**src/rtl/ntt_pkg.sv**
```systemverilog
// Shared definitions for the NTT core: default transform size, modulus,
// sequencer state encoding and the coefficient address type.
package ntt_pkg;

    // Default log2 of the polynomial length (N = 256).
    localparam int NTT_N_LOG2 = 8;

    // Coefficient modulus.
    localparam int unsigned Q = 32'd8380417;

    typedef enum logic [1:0] {
        IDLE  = 2'd0,
        RUN   = 2'd1,
        DRAIN = 2'd2
    } ntt_seq_state_t;

    typedef logic [NTT_N_LOG2-1:0] ntt_addr_t;

endpackage : ntt_pkg

```
**src/rtl/ntt_wb_delay.sv**
```systemverilog
// Fixed-latency shift register for {valid, addr_a, addr_b}. Used to line up
// write-back strobes with the butterfly output; also reused by the NTT core
// for other side-band signals that must follow the datapath latency.
//
// Ports:
//   clk, rst                      clock, async active-high reset (flushes to 0)
//   src_valid/src_addr_a/_b       values entering the line
//   dly_valid/dly_addr_a/_b       the same values DEPTH cycles later
module ntt_wb_delay #(
    parameter int DEPTH = 2,
    parameter int AW    = 8
) (
    input  logic          clk,
    input  logic          rst,
    input  logic          src_valid,
    input  logic [AW-1:0] src_addr_a,
    input  logic [AW-1:0] src_addr_b,
    output logic          dly_valid,
    output logic [AW-1:0] dly_addr_a,
    output logic [AW-1:0] dly_addr_b
);

    logic [DEPTH-1:0] vld_sr;
    logic [AW-1:0]    a_sr [DEPTH];
    logic [AW-1:0]    b_sr [DEPTH];

    always_ff @(posedge clk or posedge rst) begin
        if (rst) begin
            vld_sr <= '0;
            for (int i = 0; i < DEPTH; i++) begin
                a_sr[i] <= '0;
                b_sr[i] <= '0;
            end
        end else begin
            vld_sr[0] <= src_valid;
            a_sr[0]   <= src_addr_a;
            b_sr[0]   <= src_addr_b;
            for (int i = 1; i < DEPTH; i++) begin
                vld_sr[i] <= vld_sr[i-1];
                a_sr[i]   <= a_sr[i-1];
                b_sr[i]   <= b_sr[i-1];
            end
        end
    end

    assign dly_valid  = vld_sr[DEPTH-1];
    assign dly_addr_a = a_sr[DEPTH-1];
    assign dly_addr_b = b_sr[DEPTH-1];

endmodule : ntt_wb_delay

```
**src/rtl/ntt_sequencer.sv**
```systemverilog
// Address/control sequencer feeding the butterfly datapath. Runs all N_LOG2
// stages of a forward (Cooley-Tukey) or inverse (Gentleman-Sande) NTT,
// issuing one butterfly pair per cycle, and drains the pipeline between
// stages so no stage reads a coefficient before it has been written back.
//
// Ports:
//   clk_i, rst_i              clock, async active-high reset
//   start_i, inverse_i        start request (idle only), direction sampled at start
//   busy_o, done_o            transform in progress, one-cycle completion pulse
//   rd_en_o, rd_addr_a/b_o    coefficient RAM / twiddle ROM read strobe and pair
//   twiddle_idx_o             twiddle ROM index aligned with the read pair
//   sel_butterfly_o           latched direction for the butterfly
//   wr_en_o, wr_addr_a/b_o    write-back strobe and pair, PIPE_DEPTH after read
//
// state | meaning
// ------+----------------------------------------------------------
// IDLE  | waiting for start_i; all strobes low
// RUN   | issuing butterfly bf of the current stage, one per cycle
// DRAIN | PIPE_DEPTH empty cycles so the stage's writes land first
module ntt_sequencer
    import ntt_pkg::*;
#(
    parameter int N_LOG2     = NTT_N_LOG2,
    parameter int PIPE_DEPTH = 2
) (
    input  logic              clk_i,
    input  logic              rst_i,
    input  logic              start_i,
    input  logic              inverse_i,
    output logic              busy_o,
    output logic              done_o,
    output logic              rd_en_o,
    output logic [N_LOG2-1:0] rd_addr_a_o,
    output logic [N_LOG2-1:0] rd_addr_b_o,
    output logic [N_LOG2-1:0] twiddle_idx_o,
    output logic              sel_butterfly_o,
    output logic              wr_en_o,
    output logic [N_LOG2-1:0] wr_addr_a_o,
    output logic [N_LOG2-1:0] wr_addr_b_o
);

    localparam int BW = N_LOG2 - 1;
    localparam int SW = $clog2(N_LOG2);
    localparam int DW = (PIPE_DEPTH > 1) ? $clog2(PIPE_DEPTH) : 1;

    typedef logic [N_LOG2-1:0] addr_t;
    typedef logic [N_LOG2:0]   wide_t;

    localparam logic [BW-1:0] BF_LAST    = '1;
    localparam logic [SW-1:0] STAGE_LAST = SW'(N_LOG2 - 1);
    localparam logic [DW-1:0] DRAIN_LOAD = DW'(PIPE_DEPTH - 1);

    ntt_seq_state_t state_q, state_n;
    logic [BW-1:0]  bf_q, bf_n;
    logic [SW-1:0]  stage_q, stage_n;
    logic [DW-1:0]  dcnt_q, dcnt_n;
    logic           inv_q, inv_n;
    logic           done_q, done_n;

    // ---------------- state register ----------------
    always_ff @(posedge clk_i or posedge rst_i) begin
        if (rst_i) begin
            state_q <= IDLE;
            bf_q    <= '0;
            stage_q <= '0;
            dcnt_q  <= '0;
            inv_q   <= 1'b0;
            done_q  <= 1'b0;
        end else begin
            state_q <= state_n;
            bf_q    <= bf_n;
            stage_q <= stage_n;
            dcnt_q  <= dcnt_n;
            inv_q   <= inv_n;
            done_q  <= done_n;
        end
    end

    // ---------------- next-state ----------------
    always_comb begin
        state_n = state_q;
        bf_n    = bf_q;
        stage_n = stage_q;
        dcnt_n  = dcnt_q;
        inv_n   = inv_q;
        done_n  = 1'b0;
        case (state_q)
            IDLE: begin
                if (start_i) begin
                    state_n = RUN;
                    bf_n    = '0;
                    stage_n = '0;
                    inv_n   = inverse_i;
                end
            end
            RUN: begin
                if (bf_q == BF_LAST) begin
                    state_n = DRAIN;
                    bf_n    = '0;
                    dcnt_n  = DRAIN_LOAD;
                end else begin
                    bf_n = bf_q + 1'b1;
                end
            end
            DRAIN: begin
                if (dcnt_q == '0) begin
                    if (stage_q == STAGE_LAST) begin
                        state_n = IDLE;
                        stage_n = '0;
                        done_n  = 1'b1;
                    end else begin
                        state_n = RUN;
                        stage_n = stage_q + 1'b1;
                    end
                end else begin
                    dcnt_n = dcnt_q - 1'b1;
                end
            end
            default: begin
                state_n = IDLE;
            end
        endcase
    end

    // ---------------- pair addressing ----------------
    // The pair bit is inserted at position pos into bf: bits of bf below pos
    // stay in place, bits at/above pos move up by one. Forward stages shrink
    // the half-length (pos = N_LOG2-1-s); inverse stages grow it (pos = s).
    addr_t bf_ext, pos, low_mask, pair_a, pair_b, grp;
    wide_t tw_wide;
    logic  run;

    always_comb begin
        bf_ext   = {1'b0, bf_q};
        pos      = inv_q ? addr_t'(stage_q) : (addr_t'(N_LOG2 - 1) - addr_t'(stage_q));
        low_mask = (addr_t'(1) << pos) - addr_t'(1);
        pair_a   = ((bf_ext & ~low_mask) << 1) | (bf_ext & low_mask);
        pair_b   = pair_a | (addr_t'(1) << pos);
        grp      = bf_ext >> pos;
        // One extra bit so 2^N_LOG2 - 1 - g in inverse stage 0 is exact.
        if (inv_q) begin
            tw_wide = (wide_t'(1) << (addr_t'(N_LOG2) - addr_t'(stage_q)))
                      - wide_t'(1) - wide_t'(grp);
        end else begin
            tw_wide = (wide_t'(1) << stage_q) + wide_t'(grp);
        end
    end

    assign run             = (state_q == RUN);
    assign busy_o          = (state_q != IDLE);
    assign done_o          = done_q;
    assign rd_en_o         = run;
    assign rd_addr_a_o     = run ? pair_a : '0;
    assign rd_addr_b_o     = run ? pair_b : '0;
    assign twiddle_idx_o   = run ? tw_wide[N_LOG2-1:0] : '0;
    assign sel_butterfly_o = inv_q;

    // ---------------- write-back alignment ----------------
    ntt_wb_delay #(
        .DEPTH (PIPE_DEPTH),
        .AW    (N_LOG2)
    ) u_wb_delay (
        .clk        (clk_i),
        .rst        (rst_i),
        .src_valid  (rd_en_o),
        .src_addr_a (rd_addr_a_o),
        .src_addr_b (rd_addr_b_o),
        .dly_valid  (wr_en_o),
        .dly_addr_a (wr_addr_a_o),
        .dly_addr_b (wr_addr_b_o)
    );

endmodule : ntt_sequencer

```
**config.mk**
```make
export PLATFORM = sky130hd
export DESIGN_NAME = ntt_sequencer
export DESIGN_NICKNAME = d
export VERILOG_FILES = /design/src/rtl/ntt_pkg.sv /design/src/rtl/ntt_wb_delay.sv /design/src/rtl/ntt_sequencer.sv
export SDC_FILE = /design/constraint.sdc
export NUM_CORES = 1
export LEC_CHECK = 0
export CAP_MARGIN = 20
export CORE_MARGIN = 1
export CORE_UTILIZATION = 55
export DETAILED_ROUTE_END_ITERATION = 10
export HOLD_SLACK_MARGIN = 0.12
export PLACE_DENSITY = 0.8
export SYNTH_ARGS = -nofsm -noshare
export SYNTH_HDL_FRONTEND = slang
export SYNTH_SLANG_ARGS = --single-unit
```
**constraint.sdc**
```tcl
create_clock -name clk_i -period 5.3 [get_ports clk_i]
set_clock_uncertainty 0.1 [all_clocks]
set_input_delay 1.06 -clock clk_i [delete_from_list [all_inputs] [get_ports clk_i]]
set_output_delay 1.06 -clock clk_i [all_outputs]
set_load 0.02 [all_outputs]
```
==> impl_metrics.ini <==
[route]
drc = 0
vias = 2898
drt-total-wl_um = 8150
antenna_left = 0
drt_iter0_drc = 267
detail_route.wl_per_cell_um = 16.5
viasPerCell = 5.85
first_pass_iters = 4

[clocking]
cts_tree = built
clock-root-buffer = clkbuf_8
cts_inserted_buffers = 5
cts-htree-levels = 2
clkTransAtPathRegs_ps = 90
cts_buffer_depth = 2
clk_latency_ps = 310
cts_sinks = 49

[synthesis]
ys_warn_count = 0
async_flop_share_pct = 100
yosysSeqAreaShare_pct = 34.0
syn_area_per_cell_um2 = 9.33
syn-cell-area_mm2 = 0.00361
synth-main-ff-cell = dfrtp_1
synth_edf_count = 0
yosysUniqueCellTypes = 65
syn_inst = 387
synth_seq_cells = 49
syn_nets = 417

[timing]
max_slew_margin_pct = 64.8
tightest_slew_ps = 527
setup_violations = 0
maxSlewViolCount = 0
rsz0062_at_grt = no
max_freq_mhz = 197
period_needed_ps = 5070
hold_viol = 0
fin_crit_sh_pct = 95.7
fin_tns_setup_ps = 0

[worst_setup_path]
critPathMostFrequentCell = a22o_1
cp_num_buf_inv = 3
path_cells = buf_6, or2_2, o221ai_1, a22o_1, inv_1, ha_1, a41o_1, a22o_1, nor3_2, xnor2_1, a31o_1, clkdlybuf4s50_1
slowest_stage = clkdlybuf4s50_1
critPathArrivalTime_ps = 3910
critPathKind = reg2out
slowest_delay_ps = 600
cp-start-kind = flop
critPathTopFamily = compound AO/OA/AOI/OAI gates
path_max_fanout = 20
crit_required_ps = 4140
endpoint_kind = output pin

[placement]
io_buffers = 48
gp_congestion = 0.920
place_hpwl_um = 6080

[finish]
nFillCells = 524
final_common_cell = dfrtp_1
syn_to_final_growth_pct = 14.8
diodes = 0
nets = 447
mostFrequentLayoutCells = dfrtp_1 (48), clkdlybuf4s50_1 (45), nand2_1 (31)
drive_gt1_share_pct = 12.9

[global_route]
grt_max_degree = 50
grt_pass1_wl_um = 13400
grt_pass1_vias = 2781
antenna_found_initial = 0
grt_overflow = 0
grt_use_total_pct = 24.3

[outcome]
status = complete, no violations

[pwr]
p_leak_nw = 1.94
powerDensity_mw_per_mm2 = 148
total_power_mw = 0.612
peakVddDrop_mv = 0.137

[die]
start_util_pct = 56.9
pin_count = 49
core_area_mm2 = 0.00635
die_y_um = 83.0
die_area_mm2 = 0.00689
rows = 29
die_w_um = 83.0

[job]
maxCapViolCount = 0

[worst_hold_path]
hold_path_class = reg2reg
power breakdown:
group,leakage (nW),internal [mW],switching (mW),total [mW]
Sequential,0.570,0.373,0,0.373
Clock,0.0447,0.0953,0.132,0.227
Combinational,1.32,0.00361,0.00787,0.0115
routing by layer:
metal	global-route usage [%]	share of wire (%)	up-vias
met4	7.37	0.90	0
met3	3.48	5.0	7
li1	-	-	1411
met1	33.4	47	1406
met2	39.7	47	74
met5	0	0	-
kinds of logic (layout without fill, tap and decap cells):
| group | count (synthesis) | in the layout | synth area share (%) |
|---|---|---|---|
| simple gates | 120 | 120 | 16.6 |
| xor+xnor | 19 | 19 | 5.13 |
| mux | 21 | 21 | 6.90 |
| buf+inv | 58 | 89 | 10.0 |
| fa+ha+maj | 26 | 26 | 9.01 |
| compound gates | 94 | 94 | 18.4 |
| flops | 49 | 49 | 34.0 |
through the flow:
step	cell area, um^2	hold WS [ps]	cells	worst slack [ps]	util (%)
6_report	4150	247	495	225	65.3
5_1_grt	4150	256	495	22.1	65.3
4_1_cts	4090	252	492	5.11	64.5
3_5_place_dp	4000	235	484	366	63.0
3_3_place_gp	4000	231	484	449	63.0
2_1_floorplan	3610	231	387	686	-
registers in the layout (all words and copies together) (netlist names):
name and cells:
u_wb_delay.a_sr 8, u_wb_delay.b_sr 8, u_wb_delay.dly_addr_a 8, u_wb_delay.dly_addr_b 8, bf_q 7, stage_q 3
state_q 2, u_wb_delay.vld_sr 2, dcnt_q 1, done_o 1, sel_butterfly_o 1
worst paths after layout:
| kind | startpoint | slack (ps) | depth (start not counted) | to |
|---|---|---|---|---|
| setup reg to reg | stage_q[1] | 2530 | 12 | u_wb_delay.b_sr[14] |
| hold reg to reg | u_wb_delay.b_sr[14] | 250 | 0 | u_wb_delay.dly_addr_b[6] |
| max in group asynchronous | rst_i | 3600 | 3 | stage_q[0] |
| hold / removal | u_wb_delay.b_sr[14] | 250 | 0 | u_wb_delay.dly_addr_b[6] |
| min in group asynchronous | rst_i | 970 | 2 | u_wb_delay.dly_addr_a[2] |
| setup / recovery | stage_q[1] | 230 | 12 | twiddle_idx_o[5] |
worst reg2reg max path, cell delays in order, from the launching register on:
cell and delay [ps]:
dfrtp_1 430, clkinvlp_4 220, buf_4 200, nor3_1 190
nor2_1 120, nor2_1 260, inv_1 100, ha_1 220
nor2b_1 160, xnor2_1 130, nand2b_1 150, a21oi_1 250
o21bai_1 160
repair_timing:
item / 4_1_cts / 5_1_grt
setup endpoints to repair: 0 / 4
gates resized for setup: 0 / 7
setup buffers: 0 / 2
hold buffers: 0 / 0
cells in the mapped netlist (3+ instances only):
| master | number | share of area (%) |
|---|---|---|
| a21o_1 | 5 | 1.0 |
| a21oi_1 | 15 | 2.1 |
| a22o_1 | 9 | 2.2 |
| a22oi_1 | 4 | 0.83 |
| a31o_2 | 3 | 0.73 |
| a31oi_1 | 3 | 0.52 |
| a32o_1 | 3 | 0.83 |
| and2_1 | 9 | 1.6 |
| and3_1 | 8 | 1.4 |
| buf_4 | 19 | 4.0 |
| buf_6 | 7 | 2.2 |
| clkbuf_1 | 10 | 1.0 |
| dfrtp_1 | 49 | 34 |
| ha_1 | 26 | 9.0 |
| inv_1 | 14 | 1.5 |
| mux2_2 | 7 | 2.2 |
| mux2i_1 | 11 | 3.0 |
| nand2_1 | 31 | 3.2 |
| nand2b_1 | 5 | 0.87 |
| nand3_1 | 8 | 1.1 |
| nor2_1 | 31 | 3.2 |
| nor2b_1 | 4 | 0.69 |
| nor3_1 | 6 | 0.83 |
| nor3b_1 | 3 | 0.62 |
| o21ai_0 | 19 | 2.6 |
| o21bai_1 | 5 | 1.0 |
| o221ai_1 | 3 | 0.73 |
| o22ai_1 | 4 | 0.69 |
| o31ai_1 | 5 | 1.0 |
| or3_1 | 3 | 0.52 |
| xnor2_1 | 12 | 2.9 |
| xor2_1 | 6 | 1.5 |
layout make-up:
| type | count | area [um^2] | share of cell area (%) |
|---|---|---|---|
| timing repair buffer | 64 | 637 | 15.4 |
| multi-input combinational | 280 | 2020 | 48.8 |
| clock buffer | 5 | 68.8 | 1.66 |
| sequential | 49 | 1230 | 29.6 |
| inverter | 17 | 67.6 | 1.63 |
| clock inverter | 3 | 25.0 | 0.603 |
| tap | 77 | 96.3 | 2.32 |
Power figures use the tool's default switching activity.
